### src/rtl/stopwatch_pkg.sv
// Shared display constants and types for the stopwatch display path.
// Segment vectors are {g,f,e,d,c,b,a}, active-low.
package stopwatch_pkg;

    localparam logic [6:0] SEG_BLANK = 7'h7F;
    localparam logic [6:0] SEG_DASH  = 7'b0111111;

    localparam logic [6:0] SEG_DIGITS [10] = '{
        7'h40, 7'h79, 7'h24, 7'h30, 7'h19,
        7'h12, 7'h02, 7'h78, 7'h00, 7'h10
    };

    // Slot number equals the anode bit it drives (slot 0 is rightmost).
    localparam logic [1:0] SLOT_TENTHS = 2'd0;
    localparam logic [1:0] SLOT_UNITS  = 2'd1;
    localparam logic [1:0] SLOT_TENS   = 2'd2;
    localparam logic [1:0] SLOT_MIN    = 2'd3;

    typedef struct packed {
        logic [3:0] minute;
        logic [3:0] sec_tens;
        logic [3:0] sec_units;
        logic [3:0] tenths;
    } bcd_time_t;

    function automatic logic is_zero_time(input bcd_time_t t);
        return (t == '0);
    endfunction

endpackage

### src/rtl/bcd_to_7seg.sv
// Combinational BCD to active-low 7-segment decoder; non-BCD codes show a dash.
module bcd_to_7seg
    import stopwatch_pkg::*;
(
    input  logic [3:0] bcd,
    output logic [6:0] seg
);

    always_comb begin
        seg = SEG_DASH;
        if (bcd <= 4'd9) begin
            seg = SEG_DIGITS[bcd];
        end
    end

endmodule

### src/rtl/seven_seg_scanner.sv
// Multiplexed 4-digit common-anode scanner rendering M.SS.t with frame snapshot,
// anti-ghosting guard, leading-zero blanking and expiry blink.
module seven_seg_scanner
    import stopwatch_pkg::*;
#(
    parameter int SCAN_DIV      = 100000,
    parameter int GUARD_CYC     = 16,
    parameter int BLINK_DIV     = 25000000,
    parameter int BLANK_LEADING = 1
) (
    input  logic       clock,
    input  logic       reset,
    input  logic [3:0] digit_minute,
    input  logic [3:0] digit_sec_tens,
    input  logic [3:0] digit_sec_units,
    input  logic [3:0] digit_tenths,
    input  logic       running,
    input  logic       direction,
    output logic [6:0] seg,
    output logic       dp,
    output logic [3:0] an
);

    localparam int PW = (SCAN_DIV > 1) ? $clog2(SCAN_DIV) : 1;
    localparam int BW = (BLINK_DIV > 1) ? $clog2(BLINK_DIV) : 1;

    logic [PW-1:0] prescaler;
    logic [1:0]    slot_idx;
    bcd_time_t     snapshot;
    logic [BW-1:0] blink_cnt;
    logic          blink_vis;

    logic          scan_wrap;
    logic          expired;
    logic [3:0]    digit_sel;
    logic [6:0]    digit_seg;
    logic [6:0]    seg_next;
    logic          dp_next;
    logic [3:0]    an_next;
    logic          blank_min;

    assign scan_wrap = (prescaler == PW'(SCAN_DIV - 1));
    assign expired   = !running && !direction && is_zero_time(snapshot);

    always_comb begin
        digit_sel = snapshot.tenths;
        case (slot_idx)
            SLOT_TENTHS: digit_sel = snapshot.tenths;
            SLOT_UNITS:  digit_sel = snapshot.sec_units;
            SLOT_TENS:   digit_sel = snapshot.sec_tens;
            SLOT_MIN:    digit_sel = snapshot.minute;
            default:     digit_sel = snapshot.tenths;
        endcase
    end

    bcd_to_7seg u_decoder (
        .bcd (digit_sel),
        .seg (digit_seg)
    );

    // Expiry forces the minute digit visible so a zero time reads 0.00.0.
    assign blank_min = (BLANK_LEADING != 0) && (slot_idx == SLOT_MIN)
                       && (snapshot.minute == 4'd0) && !expired;

    always_comb begin
        seg_next = digit_seg;
        dp_next  = !((slot_idx == SLOT_UNITS) || (slot_idx == SLOT_MIN));
        an_next  = 4'b1111;
        if (blank_min) begin
            seg_next = SEG_BLANK;
            dp_next  = 1'b1;
        end else if ((prescaler >= PW'(GUARD_CYC)) && !(expired && !blink_vis)) begin
            an_next = ~(4'b0001 << slot_idx);
        end
    end

    always_ff @(posedge clock) begin
        if (!reset) begin
            prescaler <= '0;
            slot_idx  <= SLOT_TENTHS;
            snapshot  <= '0;
            blink_cnt <= '0;
            blink_vis <= 1'b1;
            seg       <= SEG_BLANK;
            dp        <= 1'b1;
            an        <= 4'b1111;
        end else begin
            seg <= seg_next;
            dp  <= dp_next;
            an  <= an_next;

            if (scan_wrap) begin
                prescaler <= '0;
                slot_idx  <= slot_idx + 2'd1;
                // Capturing only at frame start keeps one frame coherent.
                if (slot_idx == SLOT_MIN) begin
                    snapshot <= '{minute:    digit_minute,
                                  sec_tens:  digit_sec_tens,
                                  sec_units: digit_sec_units,
                                  tenths:    digit_tenths};
                end
            end else begin
                prescaler <= prescaler + PW'(1);
            end

            if (!expired) begin
                blink_cnt <= '0;
                blink_vis <= 1'b1;
            end else if (blink_cnt == BW'(BLINK_DIV - 1)) begin
                blink_cnt <= '0;
                blink_vis <= !blink_vis;
            end else begin
                blink_cnt <= blink_cnt + BW'(1);
            end
        end
    end

endmodule

### config.mk
export PLATFORM = sky130hd
export DESIGN_NAME = seven_seg_scanner
export DESIGN_NICKNAME = d
export VERILOG_FILES = /design/src/rtl/stopwatch_pkg.sv /design/src/rtl/bcd_to_7seg.sv /design/src/rtl/seven_seg_scanner.sv
export SDC_FILE = /design/constraint.sdc
export NUM_CORES = 1
export LEC_CHECK = 0
export ABC_AREA = 1
export ABC_CLOCK_PERIOD_IN_PS = 1650
export CORE_UTILIZATION = 52
export DETAILED_ROUTE_END_ITERATION = 7
export PLACE_DENSITY = 0.76
export REMOVE_ABC_BUFFERS = 1
export SLEW_MARGIN = 20
export SYNTH_ARGS = -nofsm -noshare
export SYNTH_HDL_FRONTEND = slang
export SYNTH_SLANG_ARGS = --single-unit
### constraint.sdc
create_clock -name clock -period 1.65 [get_ports clock]
set_input_delay 0.4125 -clock clock [delete_from_list [all_inputs] [get_ports clock]]
set_output_delay 0.4125 -clock clock [all_outputs]
set_load 0.02 [all_outputs]
# Word-level counts from Yosys, hierarchy flattened
# Memories as Yosys holds them, arrays and structs flattened.
# Index checks and enable logic that the tools add are counted.
# W data, S select, Z words.
# classes
n_addsub	3
order_cmp	3
eq_ne	5
shifts	1
mux	4
bitwise	6
n_reduce_logical	23
# op_table
cell	count
$add A25 B1 Y25 const B	1
$eq A25 B25 Y1 const B	1
$mux W7	3
$add A17 B1 Y17 const B	1
$eq A17 B17 Y1 const B	1
$ge A17 B5 Y1 const B	1
$logic_not A16 Y1	1
$pmux W4 S4	1
$reduce_or A3 Y1	3
$logic_and A1 B1 Y1	6
$logic_not A1 Y1	6
$ge A5 B5 Y1 const B	1
$not A4 Y5	1
$eq A2 B2 Y1 const B	2
$le A4 B4 Y1 const B	1
$logic_not A4 Y1	1
$not A1 Y1	4
$not A4 Y4	1
$reduce_and A2 Y1	2
$reduce_or A2 Y1	2
$shl A1 B2 Y4 const A	1
$add A2 B1 Y2 const B	1
$eq A2 B1 Y1 const B	1
$logic_not A2 Y1	1
$logic_or A1 B1 Y1	1
# totals
ff_bits	73
rom_bits	112
in_bits	20
out_inout_bits	12
wordCells	58
memories	1
# mem_list
memory	words	width	rd	rd_ports_with_merged_regs	write_ports	line	text
(name not given)	16	7	1	0	0	bcd_to_7seg.sv:12	seg = SEG_DIGITS[bcd];

# Longest topological paths before layout
# Gate-level depths: netlist of the first run.
# depth
ltp_word	8
depth_mapped	12
depth_no_buf	12

# Modules after synthesis
# Synthesis of the first run repeated with hierarchy kept, for this count alone.
# unflattened
cells_unflattened	557
area_unflattened_um2	3962.6
# by_module_without_submodules
mod	instances	cells_per_inst	area_per_inst_um2	seq_area_each_um2
seven_seg_scanner	1	527	3773.6	1461.4
bcd_to_7seg	1	30	188.9	0.0

# Worst setup path before layout of the first run
# OpenSTA, ideal clock, no wires.
# synth_timing
path_kind	reg-to-reg
start	reg slot_idx[0]
end	reg seg[1]
setup_time_ps	62
arrival_time_ps	1595
t_required_ps	1588
setup_slack_ps	-7
stages_incl_launch_ff	10
path_buffers	0
synth_period_minus_slack_ps	1657
path_cell_list	dfxtp_1 -> inv_1 -> ha_1 -> inv_2 -> or2_2 -> o21ai_2 -> inv_1 -> ha_1 -> or2_0 -> nand3_1
# synth_between
elab_chain_cells	6
word_cells_on_any_way	14
cone_classes	order compare: 1; eq/ne: 3; mux: 3; bitwise: 2; reduce/logical: 4; memory: 1
# synth_lines
item	line	text
start, declared	seven_seg_scanner.sv:28	logic [1:0] slot_idx;
start signal, assigned	seven_seg_scanner.sv:94	slot_idx <= slot_idx + 2'd1;
$eq A2 B2 Y1, or another cell as far along	seven_seg_scanner.sv:47, seven_seg_scanner.sv:62	
$pmux W4 S4	seven_seg_scanner.sv:47	case (slot_idx)
$not A4 Y5 (implied by the code)	bcd_to_7seg.sv:12	
$mem_v2 Z16 W7	n/a	
$mux W7 (implied by the code) (2 in a row)	bcd_to_7seg.sv:12	
end signal, assigned	seven_seg_scanner.sv:88	seg <= seg_next;
end, declared	seven_seg_scanner.sv:19	output logic [6:0] seg,
# Parallel ways exist; a longest one is shown, timed or not. The select of a mux whose other input is x is not followed.
# A chain may end at the register's enable or synchronous reset.

# Worst setup path after layout of the first run
# Ends and elaborated chain as after synthesis.

==> run summary, run 1 <==
Outcome: finished clean
Syn Inst Count: 551
Worst-Margin Slew: 0.520 ns
Layout area overhead: 26.1%
Post-synth top area share: 0.385
Pins Over Slew Limit: 0
Full die area: 0.00765 sq mm
WL per Instance: 11.5 um
CTS buffer count: 9
Clock Tree Buf Depth: 2
Post-route clock period utilization: 0.996
Sequential share of the synthesized area: 0.385
Cell area after layout: 0.00479 sq mm
Max Clock Skew: 0.00781 ns
Arr. time, crit path: 1.88 ns
Starting Density: 0.550
Crit path max fanout: 6
Worst-path clk slew: 0.08 ns
Multi-input gate area: 0.00222 sq mm
Yosys warnings: 0
RSZ-0062 raised after global routing: true
Cell row count: 30
Detailed Route Iter0 Violations: 125
P_leak: 1.88 nW
Gpl congestion: 0.886
Min Tclk post-route: 1.64 ns
Yosys cell types: 37
Most common cell in the netlist: nand2_1
First-pass GRT wire length: 14.5 mm
Asr flop ratio synth: 0
Final #Nets: 643
Area post-placement: 0.00440 sq mm
Filler Cells Inserted: 585
DR DRC count: 0
Post-route ant nets: 0
Routed vias/inst: 4.99
Depth of the CTS H-tree: 3
Crit path launch type: flip-flop
Hold crit path type: flip-flop to flip-flop
Hold Vio Cnt, Final: 0
Via Count: 3555
CTS tree: yes
Final wirelength: 8.22 mm
Crit path kind: flip-flop to flip-flop
Worst path required time: 1.89 ns
Gr usage total: 0.239
Port-buffer cells: 31
FF/Latch Area: 0.00147 sq mm
Gr ovfl total: 0
Total iterations of the first detailed-routing run: 4
Synth Cell Area: 0.00380 sq mm
Post-synth top area cell: dfxtp_1
Synth top area cells: dfxtp_1 (38%), nand2_1 (12%), nor2_1 (9.8%)
Commonest cells post-synth: nand2_1 (118), nor2_1 (99), dfxtp_1 (73)
Vias in the first global route: 3445
Post-synth EDFFs: 0
Relative slew slack: 0.653
Peak VDD IR: 0.411 mV
Fraction of layout cells with a size suffix above 1: 0.227
Setup violators final: 0
Initial antenna violation count: 0
# diodes: 0
Fin util: 0.693
MaxCap Viol Count: 0
Die X-Extent: 87.4 um
Clock sink total: 73
#FFs+latches synth: 73
Hpwl dp: 6.01 mm
Achievable frequency: 0.608 GHz
Power per cell area: 658 mW/mm^2
Ys flop type: dfxtp_1
Crit end category: flip-flop
Largest net degree at the start of global routing: 18
Die height: 87.4 um
CTS root buf: clkbuf_8
WHS: 0.452 ns
Clk_lat worst skew: 0.35 ns
CORE AREA: 0.00691 sq mm
I/O pins: 32
# hold bufs at CTS: 0
Syn avg cell area: 6.89 sq um
through the flow:
| stage | setup slack (ns) | std cells | power (W) | TNS (ns) |
|---|---|---|---|---|
| after detailed placement | -0.294 | 695 | 0.00197 | -8.35 |
| after floorplan | -0.00693 | 543 | 0.00188 | -0.00693 |
| after CTS | 0.000163 | 712 | 0.00318 | 0 |
| final | 0.00640 | 713 | 0.00315 | 0 |
| after global placement | -0.293 | 695 | 0.00197 | -8.57 |
| after global routing | -0.0788 | 713 | 0.00328 | -0.455 |
cells by family after synthesis:
family,synth area share
AND/OR/NAND/NOR,0.409
buffers and inverters,0.0801
flip-flops,0.385
AO/OA/AOI/OAI,0.0616
XOR/XNOR,0.0277
adder cells (fa/ha/maj),0.0363
power breakdown:
group | leakage (nW) | total [W] | internal, W | switching, W
clock | 0.0831 | 0.00122 | 0.000550 | 0.000671
sequential | 0.593 | 0.00178 | 0.00177 | 0.00000736
combinational | 1.20 | 0.000149 | 0.0000809 | 0.0000685
final timing paths:
path	slack, ns	endpoint	cells past startpoint	startpoint
max	0.006	seg[1]	11	slot_idx[0]
min	0.45	prescaler[0]	1	prescaler[0]
max reg2reg	0.006	seg[1]	11	slot_idx[0]
min reg2reg	0.45	prescaler[0]	1	prescaler[0]
layout by cell type (no fill, tap or decap), drive strengths merged:
cell / count
a21o: 1
a21oi: 14
a31oi: 1
and2: 2
buf: 27
clkbuf: 10
clkdlybuf4s50: 19
clkinv: 2
clkinvlp: 2
dfxtp: 73
dlygate4sd2: 12
ha: 11
inv: 69
nand2: 129
nand3: 46
nand3b: 1
nand4: 11
nor2: 122
nor3: 17
nor3b: 2
nor4: 1
o21ai: 26
o22ai: 1
or2: 6
xnor2: 4
xor2: 8
per-layer routing:
layer	vias to the layer above	part of all wire	GRT usage
met3	11	0.035	0.0720
li1	1855	-	-
met1	1636	0.45	0.283
met4	0	0.012	0.0790
met2	53	0.50	0.412
met5	-	0	0
repair_timing:
item / 4_1_cts / 5_1_grt
endpoints found under the setup margin: 23 / 37
setup buffers: 1 / 1
gates resized for setup: 41 / 38
pin swaps: 8 / 9
layout make-up:
class                      count  share of cell area
clock buffer                  10              0.0267
clock inverter                 6             0.00889
inverter                      67              0.0546
multi-input combinational    403               0.464
sequential                    73               0.307
tap                           96              0.0251
timing repair buffer          58               0.113
flip-flops by register name, summed over array words and instances (netlist names):
register / count
slot_idx: 2
seg: 7
blink_cnt: 25
dp: 1
blink_vis: 1
prescaler: 17
an: 4
snapshot: 16
worst max-delay path, stage by stage (launching register included):
cell,delay (ns)
dfxtp_4,0.37
inv_4,0.09
ha_4,0.15
inv_6,0.04
or2_4,0.23
o21ai_4,0.09
ha_2,0.21
inv_2,0.04
nand2_2,0.06
nand2_2,0.06
nand2_4,0.10
nand3_1,0.07
Note: power is estimated with default switching activity, not from simulation.
==> inputs of run 2 (changes only) <==
- CORE_ASPECT_RATIO: unset -> 0.8
- CORE_UTILIZATION: 52 -> 53
- PLACE_DENSITY: 0.76 -> 0.84
- SYNTH_HIERARCHICAL: unset -> 1
==> run summary, run 2 <==
Outcome: complete, but fails checks
Failing checks: negative setup slack
Worst-path clk slew: 0.08 ns
Asr flop ratio synth: 0
Synth top area cells: dfxtp_1 (37%), nand2_1 (11%), nor2_1 (10%)
Crit path launch type: flip-flop
Vias in the first global route: 3507
CTS root buf: clkbuf_8
Die height: 79.3 um
Min Tclk post-route: 1.87 ns
Via Count: 3860
Post-synth top area cell: dfxtp_1
Arr. time, crit path: 2.11 ns
P_leak: 2.04 nW
CTS buffer count: 9
Full die area: 0.00783 sq mm
CP delay by family, top: adder cells
Gr ovfl total: 0
I/O pins: 32
WL per Instance: 14.4 um
Port-buffer cells: 31
Syn avg cell area: 7.11 sq um
Hold Vio Cnt, Final: 0
Relative slew slack: 0.726
Hpwl dp: 6.49 mm
Most common cell in the netlist: nand2_1
CP Buf/Inv Count: 4
Initial antenna violation count: 0
Biggest regs: blink_cnt: 25 flops, prescaler: 17 flops, snapshot: 16 flops
Worst-Margin Slew: 0.407 ns
Clock sink total: 73
Commonest cells post-synth: nand2_1 (117), nor2_1 (106), inv_1 (75)
Clk_lat worst skew: 0.35 ns
Fin Setup TNS: -1.39 ns
Die X-Extent: 98.7 um
Hold crit path type: flip-flop to flip-flop
#FFs+latches synth: 73
DR DRC count: 0
Crit path kind: flip-flop to flip-flop
Post-synth EDFFs: 0
Final #Nets: 660
Crit path max fanout: 6
Cell row count: 27
Total iterations of the first detailed-routing run: 6
First-pass GRT wire length: 15.4 mm
Peak VDD IR: 0.466 mV
CP Cell Sequence: inv_2, ha_4, inv_4, o22ai_1, a21oi_2, o21ai_2, inv_2, ha_2, nand2_4, nand3_4, o21ai_2, inv_1, nand2_1
Post-route clock period utilization: 1.13
RSZ-0062 raised after global routing: true
Critical-path top delay cell: dfxtp_2
Syn Inst Count: 557
MaxCap Viol Count: 0
Yosys warnings: 6
Sequential share of the synthesized area: 0.369
Achievable frequency: 0.535 GHz
Post-route ant nets: 0
Gr usage total: 0.245
Placed Cells: 698
# hold bufs at CTS: 0
Yosys cell types: 35
Final instance count without filler cells: 719
Max incr delay on CP: 0.38 ns
Post-synth top area share: 0.369
# diodes: 0
Depth of the CTS H-tree: 3
CTS tree: yes
Fraction of layout cells with a size suffix above 1: 0.217
Synth Cell Area: 0.00396 sq mm
Detailed Route Iter0 Violations: 376
Crit end category: flip-flop
Final wirelength: 10.3 mm
Filler Cells Inserted: 492
Pins Over Slew Limit: 0
Final worst slack: -0.219 ns
Largest net degree at the start of global routing: 33
Ys flop type: dfxtp_1
CORE AREA: 0.00706 sq mm
Number of flip-flops in the largest register: 25
Worst path required time: 1.89 ns
Most common cell after layout, fill and taps aside: nand2_1
Routed vias/inst: 5.37
Commonest cells after routing, fill and taps aside: nand2_1 (115), nor2_1 (102), dfxtp_1 (69)
Power per cell area: 689 mW/mm^2
Setup violators final: 7
Gpl congestion: 0.898
Clock Tree Buf Depth: 2
Layout area overhead: 26.9%
Max Clock Skew: 0.00839 ns
Starting Density: 0.561
Largest register by flop count: blink_cnt
-- run 2: cell types whose count changed in the layout (fill, tap and decap cells not counted), sizes merged, moves of 5 or more --
| cell | previous run | this run |
|---|---|---|
| nor2 | 122 | 127 |
| buf | 27 | 38 |
| inv | 69 | 77 |
| xor2 | 8 | 14 |
| nor3 | 17 | 7 |
| o21ai | 26 | 15 |
-- run 2: final timing paths --
| check | slack (ns) | startpoint | endpoint | cells past startpoint |
|---|---|---|---|---|
| max | -0.22 | slot_idx[0] | seg[3] | 13 |
| min | 0.44 | prescaler[0] | prescaler[0] | 1 |
| max reg2reg | -0.22 | slot_idx[0] | seg[3] | 13 |
| min reg2reg | 0.44 | prescaler[0] | prescaler[0] | 1 |
-- run 2: power breakdown --
group	internal [W]	switching [W]	leakage [nW]
Combinational	0.0000783	0.0000737	1.34
Clock	0.000853	0.000677	0.102
Sequential	0.00177	0.00000882	0.593
Total	0.00271	0.000760	2.04
-- run 2: cell type report --
class / count / area, sq um / share of cell area
clock inverter: 3 / 65.1 / 0.0129
timing repair buffer: 69 / 633 / 0.126
multi-input combinational: 397 / 2310 / 0.460
inverter: 77 / 299 / 0.0595
tap: 87 / 109 / 0.0217
sequential: 73 / 1470 / 0.292
clock buffer: 13 / 139 / 0.0276
-- run 2: kinds of logic after synthesis --
family                   count (synthesis)  share of synthesized area
buffers and inverters                   87                     0.0941
flip-flops                              73                      0.369
AO/OA/AOI/OAI                           37                     0.0489
XOR/XNOR                                19                     0.0420
AND/OR/NAND/NOR                        328                      0.405
adder cells (fa/ha/maj)                 13                     0.0410
-- run 2: repair_timing --
item                                    4_1_cts  5_1_grt
gates resized for setup                      44       36
pin swaps                                     7        9
buffers inserted                              1        4
endpoints found under the setup margin       19       29
-- run 2: per-layer routing --
metal	wire length, um	GRT usage	part of all wire	vias to the layer above
li1	-	-	-	1877
met1	4420	0.307	0.43	1806
met3	636	0.0599	0.061	32
met2	4980	0.422	0.48	145
met5	0	0	0	-
met4	304	0.0687	0.029	0
-- run 2: stage by stage --
stage | utilization | power, W | cell area, sq um | hold slack (ns) | setup slack (ns)
after floorplan | - | 0.00188 | 3880 | 0.428 | -0.327
after global placement | 0.647 | 0.00197 | 4570 | 0.439 | -0.215
after detailed placement | 0.647 | 0.00198 | 4570 | 0.446 | -0.300
after CTS | 0.687 | 0.00347 | 4850 | 0.466 | -0.127
after global routing | 0.712 | 0.00357 | 5030 | 0.462 | -0.275
final | 0.712 | 0.00346 | 5030 | 0.442 | -0.219
